## src/rtl/bp_pkg.sv

```systemverilog
// Shared types for the branch update controller: payload widths and the
// in-flight entry record kept per unresolved branch.
package bp_pkg;

    localparam int PC_W   = 10;
    localparam int HIST_W = 3;

    // One unresolved branch: its PC, the speculative history it was
    // predicted with, and the direction that was predicted.
    typedef struct packed {
        logic [PC_W-1:0]   pc;
        logic [HIST_W-1:0] hist;
        logic              pred;
    } bp_entry_t;

endpackage

```

## src/rtl/bp_inflight_fifo.sv

```systemverilog
// In-order queue of unresolved branches. Pointers wrap modulo DEPTH, so
// DEPTH does not need to be a power of two. clear empties the queue in one
// cycle and wins over any same-cycle push or pop.
module bp_inflight_fifo
    import bp_pkg::*;
#(
    parameter int DEPTH = 4
) (
    input  logic      clk,
    input  logic      rst,
    input  logic      push,
    input  bp_entry_t push_data,
    input  logic      pop,
    input  logic      clear,
    output logic      full,
    output logic      empty,
    output bp_entry_t head
);

    localparam int PTR_W = (DEPTH > 1) ? $clog2(DEPTH) : 1;
    localparam int CNT_W = $clog2(DEPTH + 1);

    logic [PTR_W-1:0] rd_ptr;
    logic [PTR_W-1:0] wr_ptr;
    logic [CNT_W-1:0] count;
    bp_entry_t        mem [DEPTH];

    logic push_ok;
    logic pop_ok;

    function automatic logic [PTR_W-1:0] ptr_inc(input logic [PTR_W-1:0] p);
        return (p == PTR_W'(DEPTH - 1)) ? '0 : p + 1'b1;
    endfunction

    // Status flags, head view and guarded push/pop qualifiers.
    always_comb begin
        full    = (count == CNT_W'(DEPTH));
        empty   = (count == '0);
        head    = mem[rd_ptr];
        push_ok = push && !full && !clear;
        pop_ok  = pop && !empty && !clear;
    end

    // Pointer and occupancy bookkeeping.
    always_ff @(posedge clk) begin
        if (rst || clear) begin
            rd_ptr <= '0;
            wr_ptr <= '0;
            count  <= '0;
        end else begin
            if (push_ok) wr_ptr <= ptr_inc(wr_ptr);
            if (pop_ok)  rd_ptr <= ptr_inc(rd_ptr);
            case ({push_ok, pop_ok})
                2'b10:   count <= count + CNT_W'(1);
                2'b01:   count <= count - CNT_W'(1);
                default: count <= count;
            endcase
        end
    end

    // Payload storage; contents are only meaningful while counted, so no reset.
    always_ff @(posedge clk) begin
        if (push_ok && !rst) mem[wr_ptr] <= push_data;
    end

endmodule

```

## src/rtl/branch_update_ctrl.sv

```systemverilog
// Branch predictor update controller: tracks speculative and committed
// global history, queues predicted branches until they resolve, and issues
// a one-cycle-latency table training strobe per resolved branch. A wrong
// prediction or an external flush discards everything still in flight and
// rewinds the speculative history to the committed one.
// PC_W and HIST_W must match the widths fixed in bp_pkg.
module branch_update_ctrl #(
    parameter int DEPTH  = 4,
    parameter int PC_W   = 10,
    parameter int HIST_W = 3
) (
    input  logic              clk,
    input  logic              rst,
    input  logic              fetch_valid,
    input  logic [PC_W-1:0]   fetch_pc,
    input  logic              fetch_pred,
    input  logic              resolve_valid,
    input  logic              resolve_taken,
    input  logic              flush,
    output logic              stall,
    output logic [HIST_W-1:0] spec_hist,
    output logic              tbl_we,
    output logic [PC_W-1:0]   tbl_pc,
    output logic [HIST_W-1:0] tbl_hist,
    output logic              tbl_taken,
    output logic              mispredict
);

    import bp_pkg::*;

    logic              full;
    logic              empty;
    bp_entry_t         head;
    bp_entry_t         push_data;
    logic              push;
    logic              pop;
    logic              clear;
    logic              mispred_now;
    logic [HIST_W-1:0] arch_hist;
    logic [HIST_W-1:0] arch_next;
    logic [HIST_W-1:0] spec_next;

    bp_inflight_fifo #(
        .DEPTH (DEPTH)
    ) u_fifo (
        .clk       (clk),
        .rst       (rst),
        .push      (push),
        .push_data (push_data),
        .pop       (pop),
        .clear     (clear),
        .full      (full),
        .empty     (empty),
        .head      (head)
    );

    // Resolve first, then decide whether the fetch may enter the queue;
    // a mispredict or flush squashes the fetch and rewinds history to the
    // committed value including this cycle's resolved bit.
    always_comb begin
        stall       = full;
        pop         = resolve_valid && !empty;
        mispred_now = pop && (resolve_taken != head.pred);
        push        = fetch_valid && !full && !mispred_now && !flush;
        clear       = mispred_now || flush;
        push_data   = '{pc: fetch_pc, hist: spec_hist, pred: fetch_pred};

        arch_next = arch_hist;
        if (pop) arch_next = {arch_hist[HIST_W-2:0], resolve_taken};

        spec_next = spec_hist;
        if (clear)     spec_next = arch_next;
        else if (push) spec_next = {spec_hist[HIST_W-2:0], fetch_pred};
    end

    // History registers.
    always_ff @(posedge clk) begin
        if (rst) begin
            spec_hist <= '0;
            arch_hist <= '0;
        end else begin
            spec_hist <= spec_next;
            arch_hist <= arch_next;
        end
    end

    // Training strobe and payload, registered one cycle after the pop.
    always_ff @(posedge clk) begin
        if (rst) begin
            tbl_we     <= 1'b0;
            mispredict <= 1'b0;
            tbl_pc     <= '0;
            tbl_hist   <= '0;
            tbl_taken  <= 1'b0;
        end else begin
            tbl_we     <= pop;
            mispredict <= mispred_now;
            if (pop) begin
                tbl_pc    <= head.pc;
                tbl_hist  <= head.hist;
                tbl_taken <= resolve_taken;
            end
        end
    end

endmodule

```

## config.mk

```make
export PLATFORM = sky130hd
export DESIGN_NAME = branch_update_ctrl
export DESIGN_NICKNAME = d
export VERILOG_FILES = /design/src/rtl/bp_pkg.sv /design/src/rtl/bp_inflight_fifo.sv /design/src/rtl/branch_update_ctrl.sv
export SDC_FILE = /design/constraint.sdc
export NUM_CORES = 1
export LEC_CHECK = 0
export ABC_AREA = 1
export CAP_MARGIN = 20
export CORE_UTILIZATION = 35
export DETAILED_ROUTE_END_ITERATION = 7
export HOLD_SLACK_MARGIN = 0.15
export SYNTH_ARGS = -nofsm -noshare
export SYNTH_HDL_FRONTEND = slang
export SYNTH_SLANG_ARGS = --single-unit
```

## constraint.sdc

```tcl
create_clock -name clk -period 4.4 [get_ports clk]
set_input_delay 1.32 -clock clk [delete_from_list [all_inputs] [get_ports clk]]
set_output_delay 1.32 -clock clk [all_outputs]
set_load 0.05 [all_outputs]
```

==> results.ini <==
[yosys]
ys_types = 28
syn_avg_cell_area_sq_um = 11.0
synthCells = 313
ys_seq_elements = 87
synth_edf_count = 56
synth.largest_area_cell = edfxtp_1
synth_common_cells = 69 x nor2_1, 56 x edfxtp_1, 41 x o21ai_0
synth_area_leaders = edfxtp_1 49%, dfxtp_1 18%, nor2_1 7.5%, o21ai_0 6.0%, inv_1 2.5%
yosysWarnings = 0
yosysMostFrequentCell = nor2_1
async_flop_share_pct = 0
syn_area_sq_mm = 0.00344
synthesis.nets = 337
ys_seq_area_share_pct = 66.9
yosys.area.top_type_share_pct = 48.9
ys.flop_type = edfxtp_1

[cells_and_area]
finish.utilization_pct = 44.3
multiInputGateArea_sq_um = 967
layout-drive-gt1-share_pct = 11.4
final.fill_count = 907
regArea_sq_mm = 0.00230
diodes = 0
fin_nets = 379
area_growth_pct = 20.8

[clocking]
post-cts-setup-buffer-count = 0
clk_latency_ns = 0.35
cts_root_buffer = clkbuf_8
clock-sinks = 87
ctsLongestPathBuffers = 2
tritoncts = built
numCtsBuffers = 9
htreeDepth = 3
cts_resized = 0
hold_buffers = 0
cts.reportedPaths.clkPinSlew_ns = 0.08

[sta]
fin_skew_ns = 0.0101
fin_ws_ns = 1.00
setup_tns_ns = 0
rsz0062_at_grt = no
slew_headroom_pct = 61.0
hold_viol_final = 0
min_period_over_period_pct = 77.2
worst_slew_pin_slew_ns = 0.585
clock.fmax_mhz = 294
finalCriticalPeriod_ns = 3.40
slew_viol_final = 0
finalSetupViolCount = 0

[worst_setup_path]
cp-startpoint = resolve_valid
worstPathArrival_ns = 3.69
cp-endpoint = u_fifo.count[2]
crit_type = input pin to register
cpPeakStageDelay_ns = 0.50
worst-path-buf-inv = 4
required_ns = 4.69
crit_path_start_kind = input pin
slowest_stage = clkdlybuf4s50_1
cpMostUsedCell = inv_2
reg2reg_depth = 17
endpoint_kind = register
crit_chain = clkdlybuf4s50_1, o21ai_4, inv_2, nand3_4, nand2_4, nor2_4, inv_2, ha_1, inv_1, fa_1, a21oi_1, o21ai_0, xor2_1, nor2_1
r2r_end = u_fifo.count[2]
rrSetupSlack_ns = 1.59
critical-path-top-delay-family = buffers and inverters
cp_max_fo = 16
path_depth = 14

[detailed_routing]
wl_um = 6690
drt-pass1-iter-count = 4
drc_errors = 0
routedWlPerCell_um = 13.7
drt_iter0_markers = 121
viasPerCell = 4.57
vias = 2237
antenna_left = 0

[power]
power_w = 0.00153
power_density_mw_per_mm2 = 369
leakagePower_nw = 1.49
ir_drop_v = 0.000157

[die]
die-area_sq_mm = 0.0102
num_rows = 35
start_util_pct = 36.7
core_sq_mm = 0.00937
die_w_um = 101
die_h_um = 101
ios = 37

[placed_design]
io_buffers = 36
dpl.hpwl_um = 4140
dp_slack_ns = 0.633
gp_congestion = 0.759

[grt]
gr-total-overflow = 0
grt_max_degree = 30
grt_pass1_vias = 2156
grt_use_total_pct = 14.5
grt_antenna_before_repair = 0
grt_pass1_wl_um = 10900

[run_status]
status = finished clean

[run]
drv_cap = 0

[min_path]
worstHoldPathType = register to register

==> logic make-up (layout without fill, tap and decap cells) <==
group	after synthesis	count (layout)	share of synthesized area [%]
flip-flops	87	87	66.9
AND/OR/NAND/NOR	108	108	13.9
XOR/XNOR	1	1	0.255
adder cells (fa/ha/maj)	7	7	2.76
AO/OA/AOI/OAI	68	68	11.2
buffers and inverters	42	89	4.95
==> metrics by stage <==
step | hold slack, ns | cells | instance area (sq um)
4_1_cts | 0.479 | 489 | 4150
3_5_place_dp | 0.467 | 473 | 3960
2_1_floorplan | 0.460 | 313 | 3440
3_3_place_gp | 0.472 | 473 | 3960
5_1_grt | 0.518 | 489 | 4150
6_report | 0.484 | 489 | 4150
==> state kept, by name (all words and copies together) (netlist names), named ones only <==
signal and flops:
u_fifo.mem 56, tbl_pc 10, arch_hist 3, spec_hist 3, tbl_hist 3, u_fifo.count 3
u_fifo.rd_ptr 2, u_fifo.wr_ptr 2, mispredict 1, tbl_taken 1, tbl_we 1
==> how the worst min path moves through the flow <==
| stage | startpoint | to | slack [ns] | cells past startpoint |
|---|---|---|---|---|
| floorplan | u_fifo.count[0] | u_fifo.count[0] | 0.46 | 2 |
| global placement | u_fifo.count[0] | u_fifo.count[0] | 0.47 | 2 |
| detailed placement | tbl_taken | tbl_taken | 0.47 | 2 |
| CTS | tbl_taken | tbl_taken | 0.48 | 2 |
| global route | u_fifo.count[0] | u_fifo.count[0] | 0.52 | 2 |
| finish | tbl_taken | tbl_taken | 0.48 | 2 |
==> cells in the final DEF (no fill, tap or decap), types with 2 or more instances in the layout <==
cell type        Yosys  layout
inv_2                7       7
a21oi_1              4       4
nand2_2              2       2
nand4_1              6       6
edfxtp_1            56      56
nand2_1             19      19
o21ai_1              4       4
ha_1                 6       6
clkdlybuf4s50_1      0      36
o21ai_0             41      41
inv_1               23      23
o21ai_2              2       2
buf_4                0       7
clkinv_4             0       2
a21oi_2              2       2
clkbuf_8             0       9
nand3_1              6       6
nor2_1              69      69
dfxtp_1             31      31
nor2_4               2       2
a31oi_1             13      13
==> worst register-to-register path, stage by stage (launching register included) <==
cell and delay, ns:
dfxtp_1 0.30, buf_4 0.23, inv_2 0.36, nand2_1 0.10, nand3_1 0.12, nand2_1 0.07, nand2_1 0.09, nand3_4 0.13
nand2_4 0.14, nor2_4 0.05, inv_2 0.07, ha_1 0.14, inv_1 0.06, fa_1 0.38, a21oi_1 0.15, o21ai_0 0.11
xor2_1 0.15, nor2_1 0.10
==> final cells by class <==
cell class / instances / area share, %
tap: 129 / 3.89
clock inverter: 6 / 1.69
multi-input combinational: 184 / 23.3
inverter: 30 / 2.71
timing repair buffer: 43 / 9.94
clock buffer: 10 / 3.07
sequential: 87 / 55.4
==> layer usage <==
layer / share of wire [%] / track usage [%] / wire [um] / vias to the layer above
li1: - / - / - / 1153
met1: 46 / 17.9 / 3060 / 1034
met2: 48 / 24.2 / 3220 / 43
met3: 4.6 / 3.31 / 307 / 7
met4: 1.5 / 6.35 / 103 / 0
met5: 0 / 0 / 0 / -
==> power breakdown <==
group	internal, W	switching (W)
Combinational	0.0000359	0.0000599
Clock	0.000267	0.000285
Sequential	0.000879	0.00000671
Total	0.00118	0.000352
Note: power is estimated with default switching activity, not from simulation.
